File: src/rtl/x_evt16_collect.sv
// 16-channel sticky event collector with masked OR fold and IRQ request/ack FSM.
// Optional build macro X_EVT16_EDGE_EN selects rising-edge capture instead of level capture.
module x_evt16_collect #(
    parameter int unsigned MIN_PULSE = 4,
    parameter int unsigned HOLDOFF   = 2
) (
    input  logic        CLK,
    input  logic        RST,
    input  logic [15:0] EVT,
    input  logic [15:0] MASK,
    input  logic        CLR_EN,
    input  logic [15:0] CLR,
    input  logic        ACK,
    output logic [15:0] PEND,
    output logic [15:0] ACT,
    output logic [3:0]  FIRST,
    output logic        IRQ
);

    typedef enum logic [1:0] {
        S_IDLE = 2'd0,
        S_REQ  = 2'd1,
        S_WAIT = 2'd2
    } state_t;

    localparam logic [7:0] PULSE_LOAD   = 8'(MIN_PULSE - 1);
    localparam logic [7:0] HOLDOFF_LOAD = 8'(HOLDOFF - 1);

    state_t      state_q, state_d;
    logic [7:0]  cnt_q, cnt_d;
    logic        ack_lat_q, ack_lat_d;
    logic        irq_q, irq_d;
    logic [15:0] pend_q, pend_d;
    logic [15:0] cap;
    logic        any;

`ifdef X_EVT16_EDGE_EN
    logic [15:0] evt_q, evt_d;

    always_comb begin
        evt_d = EVT;
    end

    // Reset value of 0 makes a level held through reset release count as one edge.
    always_ff @(posedge CLK or posedge RST) begin
        if (RST) begin
            evt_q <= '0;
        end else begin
            evt_q <= evt_d;
        end
    end

    assign cap = EVT & ~evt_q;
`else
    assign cap = EVT;
`endif

    // Capture is OR'd in after the clear so a same-cycle set beats the clear.
    always_comb begin
        pend_d = (pend_q & ~({16{CLR_EN}} & CLR)) | cap;
    end

    assign any = |ACT;

    always_ff @(posedge CLK or posedge RST) begin
        if (RST) begin
            state_q   <= S_IDLE;
            cnt_q     <= '0;
            ack_lat_q <= 1'b0;
            irq_q     <= 1'b0;
            pend_q    <= '0;
        end else begin
            state_q   <= state_d;
            cnt_q     <= cnt_d;
            ack_lat_q <= ack_lat_d;
            irq_q     <= irq_d;
            pend_q    <= pend_d;
        end
    end

    always_comb begin
        state_d   = state_q;
        cnt_d     = cnt_q;
        ack_lat_d = ack_lat_q;
        irq_d     = irq_q;
        unique case (state_q)
            S_IDLE: begin
                irq_d = 1'b0;
                if (any) begin
                    state_d = S_REQ;
                    irq_d   = 1'b1;
                    cnt_d   = PULSE_LOAD;
                end
            end
            S_REQ: begin
                irq_d = 1'b1;
                if ((cnt_q == 8'd0) && (ack_lat_q || ACK)) begin
                    state_d   = S_WAIT;
                    irq_d     = 1'b0;
                    cnt_d     = HOLDOFF_LOAD;
                    ack_lat_d = 1'b0;
                end else begin
                    ack_lat_d = ack_lat_q | ACK;
                    if (cnt_q != 8'd0) begin
                        cnt_d = cnt_q - 8'd1;
                    end
                end
            end
            S_WAIT: begin
                irq_d = 1'b0;
                if (cnt_q == 8'd0) begin
                    state_d = S_IDLE;
                end else begin
                    cnt_d = cnt_q - 8'd1;
                end
            end
            default: begin
                state_d   = S_IDLE;
                irq_d     = 1'b0;
                cnt_d     = '0;
                ack_lat_d = 1'b0;
            end
        endcase
    end

    always_comb begin
        PEND  = pend_q;
        ACT   = pend_q & ~MASK;
        IRQ   = irq_q;
        FIRST = 4'd0;
        // Scan high to low so the lowest set bit is written last and wins.
        for (int i = 15; i >= 0; i--) begin
            if (ACT[i]) begin
                FIRST = 4'(i);
            end
        end
    end

endmodule

File: config.mk
export PLATFORM = sky130hd
export DESIGN_NAME = x_evt16_collect
export DESIGN_NICKNAME = d
export VERILOG_FILES = /design/src/rtl/x_evt16_collect.sv
export SDC_FILE = /design/constraint.sdc
export NUM_CORES = 1
export LEC_CHECK = 0
export ABC_CLOCK_PERIOD_IN_PS = 4000
export BUFFER_PORTS_ARGS = -buffer_cell sky130_fd_sc_hd__buf_2
export CAP_MARGIN = 20
export CORE_ASPECT_RATIO = 1.75
export CORE_UTILIZATION = 48
export DETAILED_ROUTE_END_ITERATION = 16
export PLACE_DENSITY_LB_ADDON = 0.05
export SLEW_MARGIN = 10
export SYNTH_ARGS = -nofsm -noshare
export SYNTH_HDL_FRONTEND = slang
export SYNTH_SLANG_ARGS = --single-unit
File: constraint.sdc
create_clock -name CLK -period 4 [get_ports CLK]
set_input_delay 0 -clock CLK [delete_from_list [all_inputs] [get_ports CLK]]
set_output_delay 0 -clock CLK [all_outputs]
set_load 0.02 [all_outputs]
==> summary.txt <==
Status
  – Status: finished clean

Timing
  – RSZ-0062 raised after global routing: no
  – Worst Max-Slew Pin Slew: 0.731 ns
  – Slew Limit Fails: 0
  – Slew headroom: slightly above 50%
  – Final hold vios: 0
  – Post-route setup TNS: 0 ns
  – Fin crit share: between 60% and 70%
  – Hold WS: 0.00633 ns
  – Skew final: 0.0106 ns
  – Final setup viols: 0
  – Minimum clock period: between 2 and 2.5 ns
  – Fmax: 409 MHz

CTS
  – Postcts setup bufs: 0
  – Clk slew on worst S/H paths: approximately 0.10 ns
  – Post-cts resize count: 0
  – Worst skew pair latency: 0.27 ns
  – Clk sink count: 28
  – Clk root buf: clkbuf_8
  – Htree depth: 1
  – CTS Buffer Depth: 2
  – Hold Buf Count CTS: 21
  – CTS buffer count: 3
  – CTS tree: done

Routing
  – Residual DRC: 0
  – Drt wl/cell: 14.5 um
  – Detailed Routing Iterations Pass 1: 4
  – Via density per instance: 5.39
  – Final WL: roughly 5 mm
  – Post-route ant nets: 0
  – Iter 0 DRT Violations: 26
  – DR vias: around 1800

Critical path
  – CP top delay family: compound AO/OA/AOI/OAI gates
  – CP max-delay cell: or4b_2
  – Critical Path Sink Type: flip-flop
  – Worst path max stage delay: about 0.62 ns
  – CP Data Arrival Time: 2.60 ns
  – Buf/Inv on CP: 1
  – Worst EP required: around 4.2 ns
  – CP Class: reg -> reg
  – Crit path max fanout: 6
  – Critical R2R Launch: cnt_q[0]
  – CP Launch Type: flip-flop
  – Crit-path cells: inv_1, ha_1, or4b_2, a211oi_1, a21oi_1, o221a_2
  – Crit. Startpoint: cnt_q[0]

Synth
  – Synth Area per Inst: around 9.0 sq um
  – Seq cells post-synth: 28
  – Share of the yosys chip area belonging to registers: 42.5%
  – Yosys warns: 0
  – Syn Std Cell Area: 1650 sq um
  – Ys flop type: dfrtp_1
  – EDFF count, synth: 0
  – Syn_nets: 238
  – Post-synth cell types: 40
  – Async SR Flop Fraction: 100%
  – Synthesized netlist cell count: approximately 180

Power
  – Reg power frac: 48.4%
  – P_int: 0.438 mW
  – Worst IR drop on VDD: 0.219 mV
  – Pwr dens: 259 nW/um^2
  – Combinational fraction of design power: 27.2%
  – NetSw: 0.185 mW
  – Clk pwr share: around a quarter
  – Pleak: between 1 and 1.5 nW
  – Switch share: 29.7%

Global route
  – GRT busiest layer: met2
  – First-pass GRT wire length: 7.83 mm
  – Met1 Use GR: approximately a quarter
  – GR Layer Usage met2: 57.7%
  – GR Util All Layers: 28.9%
  – Antenna violations before repair: 0
  – GR Overflow Total: 0
  – Vias in the first global route: 1895
  – Largest net degree at the start of global routing: 20
  – GR Util met3: approximately 4.8%

Finish
  – Layout cell share with drive strength beyond 1: 36.3%
  – Most common cell after layout, fill and taps aside: buf_2
  – Diode count: 0
  – Fin nets: 348
  – Most frequent cells in the layout: buf_2 (88), dfrtp_1 (28), nand2_1 (22)
  – Syn-to-layout area delta: 45.8%

Min path
  – Hold Startpoint: CLR[6]
  – Hold crit path type: in -> reg

Placement
  – DPL Wire Length: 3.63 mm
  – Port Buffers: 88
  – Routability cong.: 0.847

Run
  – Maxcap violations: 0

Die
  – Die height: just under 80 um
  – Total I/O pin count: 89
  – Initial core utilization: 51.3%
  – Die X: 46.3 um
  – Core area: 3210 sq um
  – Die Area: 3680 sq um
  – Row count: 27
-- layer usage --
metal / wire, um / part of all wire (%)
met5: 0 / 0
met4: 117 / 2.4
met1: 1630 / 34
met3: 222 / 4.6
met2: 2900 / 59
-- logic make-up after synthesis --
| group | after synthesis | synth area share (%) |
|---|---|---|
| AO/OA/AOI/OAI | 51 | 21.3 |
| buffers and inverters | 15 | 3.42 |
| AND/OR/NAND/NOR | 85 | 29.5 |
| XOR/XNOR | 1 | 0.532 |
| flip-flops | 28 | 42.5 |
| adder cells (fa/ha/maj) | 2 | 1.52 |
| multiplexers | 2 | 1.21 |
-- cell usage after synthesis, types with 2 or more instances --
library cell  instances  area [sq um]
a211oi_1              6          45.0
a21o_1               16           120
a21oi_1              10          50.1
a221oi_1              2          17.5
a31oi_1               3          18.8
clkbuf_1              5          18.8
dfrtp_1              28           701
ha_1                  2          25.0
inv_1                 9          33.8
mux2i_1               2          20.0
nand2_1              22          82.6
nand2b_1              6          37.5
nand3_1               3          15.0
nor2_1               13          48.8
nor2b_1              13          81.3
nor2b_4               2          27.5
nor3_1                4          20.0
nor4_1                5          31.3
o21ai_0               5          25.0
or2_2                 3          18.8
or3_1                 2          12.5
or4_1                 2          15.0
or4_4                 3          33.8
or4b_2                2          20.0
-- registers in the layout (all words and copies together) (netlist names) --
signal,cells
IRQ,1
PEND,16
cnt_q,8
ack_lat_q,1
state_q,2
-- stage by stage --
stage / instance area (sq um) / util (%) / power [mW] / instances / worst slack (ns)
2_1_floorplan: 1650 / - / 0.392 / 184 / 1.66
3_3_place_gp: 2120 / 66.2 / 0.452 / 310 / 1.61
3_5_place_dp: 2150 / 67.0 / 0.457 / 311 / 1.57
4_1_cts: 2400 / 74.9 / 0.627 / 335 / 1.58
5_1_grt: 2400 / 74.9 / 0.650 / 335 / 1.39
6_report: 2400 / 74.9 / 0.623 / 335 / 1.56
-- path summary, 6_finish.rpt --
path / endpoint / slack [ns] / cells after the start
worst max register to register: cnt_q[0] / 1.56 / 6
worst min-delay path: PEND[6] / 0.006 / 3
min in group asynchronous: cnt_q[5] / 0.28 / 3
max in group asynchronous: PEND[13] / 3.26 / 4
worst max-delay path: cnt_q[0] / 1.56 / 6
worst min register to register: PEND[8] / 0.50 / 1
-- final cells by class --
class / instances / area, sq um
clock buffers: 3 / 41.3
repair buffers: 110 / 678
fillers: 262 / 807
inverters: 10 / 37.5
flip-flops and latches: 28 / 701
multi-input cells: 141 / 891
well taps: 43 / 53.8
-- power by group through the flow --
stage                     sequential [mW]  combinational [mW]  clock (mW)
final                               0.301               0.169       0.152
after global routing                0.303               0.183       0.165
after CTS                           0.301               0.168       0.158
after detailed placement            0.307               0.151           0
after global placement              0.306               0.146           0
after floorplan                     0.320              0.0722           0
-- tightest hold or removal path, delay by kind of cell --
family / cells / cell delay (ns)
buf+inv: 1 / 0.10
compound gates: 1 / 0.10
simple gates: 1 / 0.06
(Power assumes the default switching activity.)
